## config.mk

```make
export PLATFORM = sky130hd
export DESIGN_NAME = sd_sector_bridge
export DESIGN_NICKNAME = d
export VERILOG_FILES = /design/src/rtl/sd_sector_bridge.sv
export SDC_FILE = /design/constraint.sdc
export NUM_CORES = 1
export LEC_CHECK = 0
export BUFFER_PORTS_ARGS = -buffer_cell sky130_fd_sc_hd__buf_4
export CORE_AREA = 3 3 116 74
export DETAILED_ROUTE_END_ITERATION = 8
export DIE_AREA = 0 0 119 77
export GPL_ROUTABILITY_DRIVEN = 0
export GPL_TIMING_DRIVEN = 0
export HOLD_SLACK_MARGIN = 0.1
export PLACE_DENSITY = 0.69
export SYNTH_ARGS = -nofsm -noshare
export SYNTH_HDL_FRONTEND = slang
export SYNTH_SLANG_ARGS = --single-unit
```

## constraint.sdc

```tcl
create_clock -name clock -period 2.8 [get_ports clock]
set_input_delay 0.14 -clock clock [delete_from_list [all_inputs] [get_ports clock]]
set_output_delay 0.14 -clock clock [all_outputs]
set_load 0.02 [all_outputs]
```

## src/rtl/sd_sector_bridge.sv

```systemverilog
// sd_sector_bridge: moves bytes between a ready/valid stream and port A of the
// SD sector RAM. LOAD writes the incoming stream into RAM. UNLOAD reads RAM
// (1-cycle synchronous read) and offers each byte on the output stream.
//
// state | meaning
// ------+---------------------------------------------------------------
// IDLE  | waiting for cmd_start; the command fields are latched on accept
// LOAD  | accepting stream bytes, one registered RAM write per handshake
// RD    | ram_addr already holds base+count; RAM samples it this cycle
// CAP   | ram_q is valid, so capture it into out_data and raise out_valid
// OUT   | hold the byte until out_ready, then read the next one or finish
// FIN   | one-cycle done pulse; ram_wren is already low here
module sd_sector_bridge #(
  parameter int ADDRWIDTH    = 9,
  parameter int SECTOR_BYTES = 512
) (
  input  logic                 clock,
  input  logic                 reset_n,
  input  logic                 cmd_start,
  input  logic                 cmd_dir,
  input  logic [ADDRWIDTH-1:0] cmd_base,
  input  logic [ADDRWIDTH:0]   cmd_len,
  input  logic                 cmd_abort,
  output logic                 busy,
  output logic                 done,
  output logic                 aborted,
  output logic [ADDRWIDTH:0]   count,
  input  logic                 in_valid,
  input  logic [7:0]           in_data,
  output logic                 in_ready,
  output logic                 out_valid,
  output logic [7:0]           out_data,
  input  logic                 out_ready,
  output logic [ADDRWIDTH-1:0] ram_addr,
  output logic [7:0]           ram_data,
  output logic                 ram_wren,
  input  logic [7:0]           ram_q
);

  localparam logic [ADDRWIDTH:0] SECTOR_LEN = (ADDRWIDTH+1)'(SECTOR_BYTES);
  localparam logic [ADDRWIDTH:0] ONE        = (ADDRWIDTH+1)'(1);

  typedef enum logic [2:0] {IDLE, LOAD, RD, CAP, OUT, FIN} state_t;

  state_t               state, state_nx;
  logic [ADDRWIDTH-1:0] base_q;
  logic [ADDRWIDTH:0]   len_q;
  logic [ADDRWIDTH:0]   count_inc;

  assign count_inc = count + ONE;

  // State register.
  always_ff @(posedge clock or negedge reset_n) begin
    if (!reset_n) state <= IDLE;
    else          state <= state_nx;
  end

  // Next-state decode and the status outputs that follow directly from state.
  always_comb begin
    state_nx = state;
    in_ready = 1'b0;
    busy     = (state != IDLE);
    done     = (state == FIN);
    case (state)
      IDLE: if (cmd_start) state_nx = cmd_dir ? RD : LOAD;
      LOAD: begin
        // Drops as soon as the last byte is counted so nothing extra slips in.
        in_ready = (count != len_q);
        if (cmd_abort || (count == len_q)) state_nx = FIN;
      end
      RD:  state_nx = cmd_abort ? FIN : CAP;
      CAP: state_nx = cmd_abort ? FIN : OUT;
      OUT: begin
        if (cmd_abort)      state_nx = FIN;
        else if (out_ready) state_nx = (count_inc == len_q) ? FIN : RD;
      end
      FIN:     state_nx = IDLE;
      default: state_nx = IDLE;
    endcase
  end

  // Command latches, byte counter, RAM port-A drive and output stream register.
  always_ff @(posedge clock or negedge reset_n) begin
    if (!reset_n) begin
      base_q    <= '0;
      len_q     <= '0;
      count     <= '0;
      aborted   <= 1'b0;
      out_valid <= 1'b0;
      out_data  <= '0;
      ram_addr  <= '0;
      ram_data  <= '0;
      ram_wren  <= 1'b0;
    end else begin
      ram_wren <= 1'b0;
      case (state)
        IDLE: if (cmd_start) begin
          base_q   <= cmd_base;
          len_q    <= (cmd_len == '0) ? SECTOR_LEN : cmd_len;
          count    <= '0;
          aborted  <= 1'b0;
          // Preloading the address lets RD present it to the RAM immediately.
          ram_addr <= cmd_base;
        end
        LOAD: begin
          if (cmd_abort) aborted <= 1'b1;
          else if (in_valid && in_ready) begin
            ram_wren <= 1'b1;
            ram_addr <= base_q + count[ADDRWIDTH-1:0];
            ram_data <= in_data;
            count    <= count_inc;
          end
        end
        RD: if (cmd_abort) aborted <= 1'b1;
        CAP: begin
          if (cmd_abort) aborted <= 1'b1;
          else begin
            out_data  <= ram_q;
            out_valid <= 1'b1;
          end
        end
        OUT: begin
          if (cmd_abort) begin
            aborted   <= 1'b1;
            out_valid <= 1'b0;
          end else if (out_ready) begin
            count     <= count_inc;
            out_valid <= 1'b0;
            ram_addr  <= base_q + count_inc[ADDRWIDTH-1:0];
          end
        end
        default: ;
      endcase
    end
  end

endmodule

```

==> impl_metrics.toml <==
[timing]
tightestPinTransition_ns = 0.775
final_period_minus_worst_setup_slack_ns = 2.80
timing.clock.skew_ns = 0.00274
hold_viol = 0
layout_setup_ws_ns = 0.00281
report.final.slew_viol_count = 0
period_utilisation_layout_pct = 99.9
achievable-frequency_mhz = 358
timing.max_slew.rel_slack_pct = 48.3
finalSetupViolations = 0

[floorplan]
placement_rows = 25
dieHeight_um = 77
die_area_mm2 = 0.00916
pin_count = 83
start_util_pct = 45.1
die_x_um = 119
core_mm2 = 0.00766

[power]
vdd_drop_max_uv = 419
cellPowerDensity_mw_per_mm2 = 1090
power.total_mw = 5.52
static-leakage-power_nw = 2.30

[clock_network]
clock_latency_ns = 0.33
clock-root-buffer = "clkbuf_16"
cts_max_path_buffers = 2
clock-sinks = 60
cts.htree.levels = 3
cts.reportedPaths.clkPinSlew_ns = 0.05
cts_tree = "yes"
cts_buffer_count = 9

[hold_path]
hold_path.startpoint = "cmd_start"
path_category_of_the_worst_min_delay_check = "input pin to flop"
min_to = "aborted"
timing.hold.worst_path_depth = 3

[place]
numPortBuffers = 82
pre_cts_slack_ns = -0.572
place.detailed.hpwl_mm = 6.67
placed_cells_incl_taps = 532

[yosys]
synth_compound_gate_area_share_pct = 12.8
mappedNetlistArea_mm2 = 0.00346
synth_enable_flop_cells = 0
synth_seq_cells = 60
post-synth-top-area-fraction_pct = 43.4
synth_area_leader_cell = "dfrtp_1"
post_synthesis_mux_area_share_pct = 12.2
synth.distinct_cells = 51
largest_family_of_logic_cells_by_synthesized_area = "simple AND/OR/NAND/NOR gates"
syn_nets = 394
synth_flop_cell = "dfrtp_1"
mapped_cells = 342
synth-adder-area-share_pct = 3.84
synth_area_per_cell_um2 = 10.1
synthXorXnorAreaFrac_pct = 8.00
synth_top_cells_by_count = "dfrtp_1 (60), mux2_2 (34), nand2_1 (27), nor2_1 (23), o21ai_0 (23)"
synth_most_common_cell = "dfrtp_1"
ys_async_sr_fraction_pct = 100
synthesis.yosys.warnings = 0
netlist_top_cells_area = "dfrtp_1 (43%), mux2_2 (11%), xnor2_1 (4.3%), o21ai_0 (3.3%), ha_1 (3.3%)"
synth_simple_gate_area_share_pct = 15.6
synth_sequential_area_ratio_pct = 43.4

[finish]
antenna_fix_cells = 0
final_util_pct = 66.2
nets = 532
layoutNonFillerInstCount = 592
area_growth_pct = 46.7
final_layout_size_suffix_gt1_share_pct = 39.3

[global_route]
grt.busiest_layer = "met2"
track_usage_pct = 21.4
grt_max_degree = 61
grt_pass1_vias = 3026
use_met3_pct = 6.12
grt_antenna_before_repair = 0
global_route.usage.met2_pct = 32.8
wire_length_of_the_first_global_routing_pass_mm = 15.4
globalRouteOverflowTotal = 0
groute.layer.met1.usage_pct = 29.7

[detailed_routing]
drt.antenna.violating_nets = 0
routed_wl_mm = 9.70
drtPass1Iterations = 4
detail_route.iter0.violations = 221
routedWlPerCell_um = 16.4
drcViolationCount = 0
route.vias.total = 3098
vias_per_cell = 5.23

[worst_setup_path]
worst_ep_arrival_time_ns = 3.01
cp_cell_sequence = "or3b_4 > xnor2_2 > ha_2 > inv_1 > fa_1 > nor2b_2 > o2111ai_2 > a31oi_2 > xnor2_1 > o21ai_1 > mux2_2"
critical_path.max_stage_delay_ns = 0.44
rr_worst_depth = 11
r2r_start = "state[0]"
timing.rr.end = "ram_addr[8]"
timing.reg2reg.setup_slack_ns = 0.003
timing.critical_path.slowest_stage_cell = "or3b_4"
kind_of_critical_path = "flop to flop"
cp_data_required_time_ns = 3.02
worst_setup_path_start_kind = "flop"
critical_path.max_fanout = 3
crit_path_end_kind = "flop"

[status]
outcome = "finished, final reports clean"

[job]
timing.max_cap.violations = 0
-- worst max-delay path: cells and delay by family, from the launching register on --
kind,cells,cell delay [ns]
AND/OR/NAND/NOR,2,0.63
adder cells (fa/ha/maj),2,0.59
AO/OA/AOI/OAI,3,0.44
flip-flops,1,0.40
XOR/XNOR,2,0.30
multiplexers,1,0.27
buffers and inverters,1,0.05
-- cell usage in the layout, fill, tap and decap left out, types with 8 or more instances in the layout --
| cell | instances |
|---|---|
| buf_4 | 98 |
| dfrtp_1 | 58 |
| dlygate4sd3_1 | 35 |
| mux2_2 | 34 |
| nand2_1 | 26 |
| nor2_1 | 22 |
| o21ai_0 | 21 |
| xnor2_1 | 16 |
| xor2_1 | 12 |
| inv_1 | 12 |
| a21oi_1 | 10 |
| buf_2 | 9 |
| clkbuf_16 | 9 |
| nor3_1 | 8 |
-- timing repair --
| item | 4_1_cts | 5_1_grt |
|---|---|---|
| gates resized for setup | 11 | 26 |
| hold buffers | 35 | 0 |
| endpoints found under the setup margin | 5 | 5 |
| setup buffers | 8 | 4 |
| pin swaps | 4 | 7 |
| endpoints found under the hold margin | 95 | 0 |
-- final cells by class --
| type | count | area (um^2) |
|---|---|---|
| Sequential cell | 60 | 1500 |
| Inverter | 12 | 45.0 |
| Timing Repair Buffer | 129 | 1060 |
| Clock inverter | 4 | 72.6 |
| Clock buffer | 11 | 253 |
| Fill cell | 602 | 2590 |
| Buffer | 19 | 109 |
| Tap cell | 108 | 135 |
| Multi-Input combinational cell | 249 | 1900 |
-- stage by stage --
| stage | hold WS (ns) | TNS [ns] | cell area [um^2] |
|---|---|---|---|
| finish | 0.112 | 0 | 5070 |
| global route | 0.106 | -0.120 | 5070 |
| detailed placement | 0.270 | -2.10 | 4210 |
| floorplan | -0.156 | 0 | 3460 |
| CTS | 0.104 | -0.00155 | 4980 |
| global placement | 0.264 | -1.74 | 4210 |
-- sequential cells by signal (all words and copies together) (netlist names) --
register   cells
ram_addr       9
base_q         9
out_data       8
ram_data       8
ram_wren       1
state          3
count         10
aborted        1
len_q         10
out_valid      1
-- power breakdown --
| group | total (mW) | internal, mW | switching, mW |
|---|---|---|---|
| clock network | 1.20 | 0.820 | 0.382 |
| registers | 1.51 | 1.25 | 0.263 |
| logic | 2.81 | 1.30 | 1.51 |
-- how the worst max path moves through the flow --
stage                   from  slack [ns]          end  depth (start not counted)
global route        state[0]       -0.06  ram_addr[8]                         11
floorplan           count[0]        0.02  ram_addr[8]                         13
global placement    state[2]       -0.55  ram_addr[8]                         11
finish              state[0]       0.003  ram_addr[8]                         11
detailed placement  state[2]       -0.57  ram_addr[8]                         11
CTS                 state[0]      -0.002  ram_addr[8]                         11
-- layer usage --
layer  wire length [um]  part of all wire (%)  vias up
met3                570                   5.9       11
met1               4560                    47     1505
met5                  0                     0        -
li1                   -                     -     1487
met2               4450                    46       95
met4                118                   1.2        0
-- cell families (layout without fill, tap and decap cells) --
group                      count (synthesis)  after routing
muxes                                     38             38
AOI/OAI and AO/OA                         66             66
DFF                                       60             60
buffers and inverters                     33            175
xor gates and xnor gates                  30             30
adders and majority gates                 10             10
and+or+nand+nor                          105            105
Power figures use the tool's default switching activity.
